<file path="src/rtl/throw_charge_fsm.sv">
// Per-player charged-throw controller: press/hold/release on the space key becomes a
// power-latched launch strobe, a fixed-length throw window and a sprite frame index.
module throw_charge_fsm #(
    parameter int unsigned TURN_W             = 1,
    parameter int unsigned LOCAL_PLAYER       = 0,
    parameter int unsigned POWER_W            = 7,
    parameter int unsigned MIN_POWER          = 4,
    parameter int unsigned CHARGE_STEP_CYCLES = 650_000,
    parameter int unsigned HOLD_CYCLES        = 65_000_000,
    parameter int unsigned N_FRAMES           = 4,
    parameter int unsigned FRAME_CYCLES       = 16_250_000,
    localparam int unsigned IDX_W             = (N_FRAMES > 2) ? $clog2(N_FRAMES) : 1
) (
    input  logic              clk,
    input  logic              rst_n,
    input  logic              space,
    input  logic [TURN_W-1:0] whose_turn,
    output logic [IDX_W-1:0]  index,
    output logic [POWER_W-1:0] power,
    output logic              throw_start,
    output logic              throw_enable,
    output logic              busy
);

    localparam int unsigned STEP_W  = (CHARGE_STEP_CYCLES > 1) ? $clog2(CHARGE_STEP_CYCLES) : 1;
    localparam int unsigned HOLD_W  = (HOLD_CYCLES > 1) ? $clog2(HOLD_CYCLES) : 1;
    localparam int unsigned FRAME_W = (FRAME_CYCLES > 1) ? $clog2(FRAME_CYCLES) : 1;

    localparam logic [STEP_W-1:0]  STEP_LAST  = STEP_W'(CHARGE_STEP_CYCLES - 1);
    localparam logic [HOLD_W-1:0]  HOLD_LAST  = HOLD_W'(HOLD_CYCLES - 1);
    localparam logic [FRAME_W-1:0] FRAME_LAST = FRAME_W'(FRAME_CYCLES - 1);
    localparam logic [IDX_W-1:0]   IDX_LAST   = IDX_W'(N_FRAMES - 1);

    typedef enum logic [2:0] {
        S_OFF,
        S_ARM,
        S_IDLE,
        S_CHARGE,
        S_THROW,
        S_DONE
    } state_t;

    state_t             state, state_n;
    logic [STEP_W-1:0]  step_cnt, step_cnt_n;
    logic [HOLD_W-1:0]  hold_cnt, hold_cnt_n;
    logic [FRAME_W-1:0] frame_cnt, frame_cnt_n;
    logic [POWER_W-1:0] power_n;
    logic [IDX_W-1:0]   index_n;
    logic               my_turn;

    assign my_turn = (whose_turn == TURN_W'(LOCAL_PLAYER));

    always_ff @(posedge clk or negedge rst_n) begin
        if (!rst_n) begin
            state     <= S_OFF;
            step_cnt  <= '0;
            hold_cnt  <= '0;
            frame_cnt <= '0;
            power     <= '0;
            index     <= '0;
        end else begin
            state     <= state_n;
            step_cnt  <= step_cnt_n;
            hold_cnt  <= hold_cnt_n;
            frame_cnt <= frame_cnt_n;
            power     <= power_n;
            index     <= index_n;
        end
    end

    always_comb begin
        state_n     = state;
        step_cnt_n  = step_cnt;
        hold_cnt_n  = hold_cnt;
        frame_cnt_n = frame_cnt;
        power_n     = power;
        index_n     = index;

        case (state)
            S_OFF: begin
                power_n = '0;
                index_n = '0;
                state_n = S_ARM;
            end
            S_ARM: begin
                if (!space) state_n = S_IDLE;
            end
            S_IDLE: begin
                if (space) begin
                    state_n    = S_CHARGE;
                    power_n    = '0;
                    step_cnt_n = '0;
                    index_n    = IDX_W'(1);
                end
            end
            S_CHARGE: begin
                if (space) begin
                    if (step_cnt == STEP_LAST) begin
                        step_cnt_n = '0;
                        if (power != '1) power_n = power + POWER_W'(1);
                    end else begin
                        step_cnt_n = step_cnt + STEP_W'(1);
                    end
                end else if (32'(power) >= MIN_POWER) begin
                    state_n     = S_THROW;
                    hold_cnt_n  = '0;
                    frame_cnt_n = '0;
                    index_n     = IDX_W'(2);
                end else begin
                    state_n = S_IDLE;
                    power_n = '0;
                    index_n = '0;
                end
            end
            S_THROW: begin
                hold_cnt_n = hold_cnt + HOLD_W'(1);
                if (frame_cnt == FRAME_LAST) begin
                    frame_cnt_n = '0;
                    if (index != IDX_LAST) index_n = index + IDX_W'(1);
                end else begin
                    frame_cnt_n = frame_cnt + FRAME_W'(1);
                end
                if (hold_cnt == HOLD_LAST) state_n = S_DONE;
            end
            S_DONE: begin
                state_n = space ? S_ARM : S_IDLE;
                power_n = '0;
                index_n = '0;
            end
            default: state_n = S_OFF;
        endcase

        // Losing the turn overrides every transition above, including a same-edge release.
        if (!my_turn) begin
            state_n     = S_OFF;
            step_cnt_n  = '0;
            hold_cnt_n  = '0;
            frame_cnt_n = '0;
            power_n     = '0;
            index_n     = '0;
        end
    end

    assign throw_start  = (state == S_THROW) && (hold_cnt == '0);
    assign throw_enable = (state == S_THROW);
    assign busy         = (state == S_CHARGE) || (state == S_THROW) || (state == S_DONE);

endmodule

</file>
<file path="config.mk">
export PLATFORM = sky130hd
export DESIGN_NAME = throw_charge_fsm
export DESIGN_NICKNAME = d
export VERILOG_FILES = /design/src/rtl/throw_charge_fsm.sv
export SDC_FILE = /design/constraint.sdc
export NUM_CORES = 1
export LEC_CHECK = 0
export CORE_MARGIN = 8
export CORE_UTILIZATION = 50
export CTS_CLUSTER_SIZE = 10
export DETAILED_ROUTE_END_ITERATION = 10
export GPL_ROUTABILITY_DRIVEN = 0
export PLACE_DENSITY = 0.73
export SYNTH_ARGS = -nofsm -noshare
export SYNTH_HDL_FRONTEND = slang
export SYNTH_SLANG_ARGS = --single-unit
</file>
<file path="constraint.sdc">
create_clock -name clk -period 2.3 [get_ports clk]
set_clock_uncertainty 0.2 [all_clocks]
set_input_delay 0.69 -clock clk [delete_from_list [all_inputs] [get_ports clk]]
set_output_delay 0.69 -clock clk [all_outputs]
set_load 0.05 [all_outputs]
</file>
* Word level (Yosys, flattened, before mapping)
Cells that the tools add are included.
** Storage, ports and cells
- Register bits :: 82
- Bits of input ports :: 4
- Output and inout bits :: 12
** Cells by class
- $add $sub $neg :: 5
- Magnitude comparators :: 1
- Equal/unequal tests :: 21
- Muxes and demuxes :: 36
- Reduce and logical (&&, ||, !) cells :: 15
** Operator list (number)
- 2-to-1 mux 24 bit :: 4
- 2-to-1 mux 20 bit :: 4
- 2-to-1 mux 26 bit :: 3
- case mux 26 bit (2 select lines) :: 1
- case mux 24 bit (2 select lines) :: 1
- 2-to-1 mux 7 bit :: 6
- case mux 20 bit (2 select lines) :: 1
- adder 26 x 1 -> 26 bit (second input constant) :: 1
- == test 26 bit (second input constant) :: 1
- zero test 26 bit :: 1
- adder 24 x 1 -> 24 bit (second input constant) :: 1
- == test 24 bit (second input constant) :: 1
- case mux 7 bit (3 select lines) :: 1
- adder 20 x 1 -> 20 bit (second input constant) :: 1
- == test 20 bit (second input constant) :: 1
- 2-to-1 mux 3 bit :: 6
- case mux 3 bit (6 select lines) :: 1
- inequality test 3 bit (second input constant) :: 5
- 2-to-1 mux 2 bit :: 7
- inequality test 4 bit (second input constant) :: 3
- AND reduction 5 bit :: 2
- inequality test 3 x 2 -> 1 bit (second input constant) :: 3
- case mux 2 bit (4 select lines) :: 1
- adder 7 x 1 -> 7 bit (second input constant) :: 1
- 16 further kinds :: 21

* Depth between registers and ports, before layout
Gate-level depths: netlist of the first run.
- Depth in word-level cells :: 6
- Mapped depth :: 9

* Worst setup path before layout of the first run
No wires, ideal clock.
- Path kind :: register -> output
- From :: reg state[1]
- To :: out throw_start
- Arrival time :: 2.180 ns
- Data required time :: 1.410 ns
- Path slack :: -0.770 ns
- Stages on the path, launching flop included :: 5
- Buffers on the path :: 1
- Cells stage by stage :: dfrtp_1 > buf_2 > nor3b_2 > nand4_1 > nor2_1
** Between the ends
- Longest elaborated chain between the ends :: 2
** Ends and longest elaborated chain
- from (decl) :: line 43 : state_t state, state_n;
- from (signal assigned) :: line 62 : state <= state_n;
- == test 3 bit
- named net throw_enable :: line 21 : output logic throw_enable,
- logical AND 1 bit :: line 144 : assign throw_start = (state == S_THROW) && (hold_cnt == '0);
- to (decl) :: line 20 : output logic throw_start,
The timed path passes the listed nets, and every way through them passes these cells.

* Final worst setup path of the first run
- From :: reg hold_cnt[8]
- To :: out throw_start
** Between the ends
- Longest elaborated chain between the ends :: 2
** Ends and longest elaborated chain
- from (decl) :: line 45 : logic [HOLD_W-1:0] hold_cnt, hold_cnt_n;
- from (signal assigned) :: line 64 : hold_cnt <= hold_cnt_n;
- zero test 26 bit :: line 144
- logical AND 1 bit :: line 144
No other way between the ends.

==> Flow_metrics.wiki, run 1 <==
{| class="wikitable"
! Metric !! Value
|-
| Flop2flop setup slack || 70 ps
|-
| Clock network latency to the later pin of the worst-skew pair || 380 ps
|-
| Run status || complete, but fails checks
|-
| Slowest cell delay on critical path || 550 ps
|-
| PD cells || 455 nW/um^2
|-
| Count of synthesis-stage warnings from yosys || 0
|-
| Final sum of negative setup slack || -568 ps
|-
| Io pins || 16
|-
| Post-synthesis cell area || 4980 um^2
|-
| Post-layout minimum cycle time || 2870 ps
|-
| Crit Path Max Fanout || 5
|-
| Synth Area per Inst || 8.65 um^2
|-
| Total of fill cells in the finished design || 799
|-
| Proportion of layout cells with a drive suffix above 1 || 23.3%
|-
| Iter 0 DRT Violations || 273
|-
| Final count of hold timing violations || 0
|-
| IR Drop Worst-Case VDD || 0.340 mV
|-
| Worst reg2reg path endpoint || power[5]
|-
| Synthesized instance count || 576
|-
| Violated checks || negative setup slack
|-
| Routed WL per cell || 16.7 um
|-
| Aggregate global-route resource usage || 20.0%
|-
| Net count after synthesis || 587
|-
| Post-detailed-route via-to-cell ratio || 6.19
|-
| Dominant synthesized flop cell || dfrtp_1
|-
| Number of buffers added on ports || 15
|-
| Critical path's slowest cell || or4_4
|-
| Max_slew headroom || 69.7%
|-
| CTS tree || done
|-
| Post-synthesis sequential area ratio || 41.2%
|-
| Number of antenna violations at the first check in global routing || 0
|-
| Final Slew Violations || 0
|-
| Cell-by-cell listing of the critical path || or4_4 > nor4_4 > nand3_1 > nor2_2 > buf_12
|-
| Max Buffers Root-to-Sink || 2
|-
| Setup repair after global routing missed its margin || yes
|-
| Critical path type || reg2out
|-
| Max cap viols || 0
|-
| Worst path buffer plus inverter count || 1
|-
| Maximum clock frequency || 349 MHz
|-
| Endpoint kind of the worst setup timing path || output port
|-
| Number of enable flip-flop cells after synthesis || 0
|-
| Startpoint type of the worst setup path || register
|-
| Number of unique standard cell types used by synthesis || 63
|-
| Number of nets still failing antenna checks after routing || 0
|-
| Register bit count reported by yosys || 82
|-
| Post-layout instance count excluding filler cells || 789
|-
| Wire length of the first global-routing pass || 21600 um
|-
| Number of global-route vias before repair || 4564
|-
| Area growth from synthesis to layout || 25.7%
|-
| Placed Cells incl. Taps || 763
|-
| Cell family with the largest share of critical-path delay || simple AND/OR/NAND/NOR gates
|-
| # diodes || 0
|-
| Effective utilization at floorplan || 51.2%
|-
| H-tree level count || 3
|-
| Pin count of the biggest net entering global routing || 83
|-
| Width of the chip || 116 um
|-
| Min setup slack post-route || -568 ps
|-
| # setup viols final || 1
|-
| Number of sinks driven by the clock tree || 82
|-
| Core area || 9730 um^2
|-
| Overall via count from detail_route || 4884
|-
| Commonest cells after routing, fill and taps aside || buf_4, dfrtp_1, nand2_1, a31oi_1, nand3_1
|-
| Least-Margin Pin Slew || 451 ps
|-
| Total DRC errors in the routed layout || 0
|-
| Clock-pin slew of the registers on the worst-case setup and hold paths || 90 ps
|-
| Post-synthesis async set-or-reset flop share || 100%
|-
| Data required, critical path || 1410 ps
|-
| Clock buffers created by TritonCTS || 9
|-
| Depth of the worst register-to-register path || 6
|-
| Arrival @ worst endpoint || 1980 ps
|-
| DP HPWL || 8860 um
|-
| Final WL || 13200 um
|-
| Grt total ovfl || 0
|-
| Total number of placement rows || 36
|-
| Fin crit share || 125%
|-
| Classification of the worst-slack hold path || in2async
|-
| Most common cell after layout, fill and taps aside || buf_4
|-
| Static leakage || 2.62 nW
|-
| Post-layout nets || 662
|-
| 1st-pass router iterations || 7
|-
| Startpoint of the lowest-slack register-to-register path || state[2]
|-
| Clock Tree Root || clkbuf_8
|-
| Total die area || 13400 um^2
|-
| Die height || 116 um
|}
through the flow:
step / hold WS (ps) / power [mW] / util (%) / setup slack [ps] / area, um^2
floorplan: 194 / 1.58 / - / -351 / 4990
global placement: 268 / 1.67 / 59.5 / -318 / 5780
detailed placement: 281 / 1.68 / 59.5 / -383 / 5780
CTS: 157 / 2.86 / 62.6 / -587 / 6090
global route: 185 / 2.95 / 64.4 / -653 / 6260
finish: 131 / 2.85 / 64.4 / -568 / 6260
kinds of logic (layout without fill, tap and decap cells):
kind of cell	Yosys count	count (layout)	synth area share (%)
multiplexers	8	8	1.63
adder cells (fa/ha/maj)	7	7	1.76
XOR/XNOR	3	3	0.527
flip-flops	82	82	41.2
AND/OR/NAND/NOR	259	259	29.6
AO/OA/AOI/OAI	160	160	20.7
buffers and inverters	57	137	4.65
Yosys cell counts (3+ instances only):
master    count  area [um^2]
buf_2        14         70.1
inv_1        21         78.8
or3b_1        3         26.3
o211ai_1     12         90.1
o31ai_1       4         30.0
nor2_1       28          105
mux2i_1       7         70.1
or4_1         9         67.6
and3_1       12         75.1
and4_1        8         70.1
nand3b_1     14          105
clkbuf_1     21         78.8
ha_1          7         87.6
o21ai_0      42          210
o41ai_1       4         35.0
nand4_1      24          150
nor2b_1       3         18.8
nand2_1      56          210
and2_1        6         37.5
nor4_1       10         62.6
a21o_1        3         22.5
or3_1         8         50.1
or4b_1        3         30.0
a22o_1        4         35.0
dfrtp_1      82         2050
nand3_1      43          215
a31oi_1      47          294
a21oi_1      19         95.1
a41oi_1       4         35.0
nor3_1       14         70.1
power breakdown:
group          internal, mW  switching [mW]  leakage [nW]
combinational        0.0794           0.125          1.38
sequential             1.45         0.00722          1.14
clock                 0.638           0.550         0.109
total                  2.16           0.682          2.62
state kept, by name, indices dropped and copies added (netlist names):
signal / cells
step_cnt: 20
frame_cnt: 24
hold_cnt: 26
state: 3
index: 2
power: 7
routing by layer:
layer	track usage, %	share of wire [%]
met4	8.82	2.1
met3	2.45	3.7
met1	25.2	44
met5	0	0
met2	33.5	50
timing repair:
item | CTS | global route
hold buffers | 0 | 0
gates resized for setup | 7 | 28
gates cloned | 0 | 2
buffers inserted | 7 | 3
pin swaps | 1 | 5
endpoints found under the setup margin | 4 | 27
worst max path at each step:
| stage | startpoint | to | slack [ps] | depth (start not counted) |
|---|---|---|---|---|
| 2_1_floorplan | state[1] | throw_start | -350 | 4 |
| 3_3_place_gp | whose_turn | power[5] | -320 | 5 |
| 3_5_place_dp | whose_turn | hold_cnt[15] | -380 | 5 |
| 4_1_cts | hold_cnt[8] | throw_start | -590 | 5 |
| 5_1_grt | hold_cnt[8] | throw_start | -650 | 5 |
| 6_report | hold_cnt[8] | throw_start | -570 | 5 |
cell type report:
cell class | instances | area, um^2 | share of cell area (%)
clock buffer | 11 | 141 | 2.26
tap | 133 | 166 | 2.66
timing repair buffer | 100 | 912 | 14.6
sequential | 82 | 2060 | 32.8
multi-input combinational | 437 | 2830 | 45.2
inverter | 21 | 78.8 | 1.26
clock inverter | 5 | 77.6 | 1.24
Power figures use the tool's default switching activity.
==> run 2: changes to the inputs <==
--- a/config.mk
+++ b/config.mk
@@ -5,6 +5,7 @@
 export SDC_FILE = /design/constraint.sdc
 export NUM_CORES = 1
 export LEC_CHECK = 0
+export ABC_CLOCK_PERIOD_IN_PS = 2300
 export CORE_MARGIN = 8
 export CORE_UTILIZATION = 50
 export CTS_CLUSTER_SIZE = 10
==> results of run 2 <==
Same layout as run 1: the final DEF is identical, and so are final timing and power.
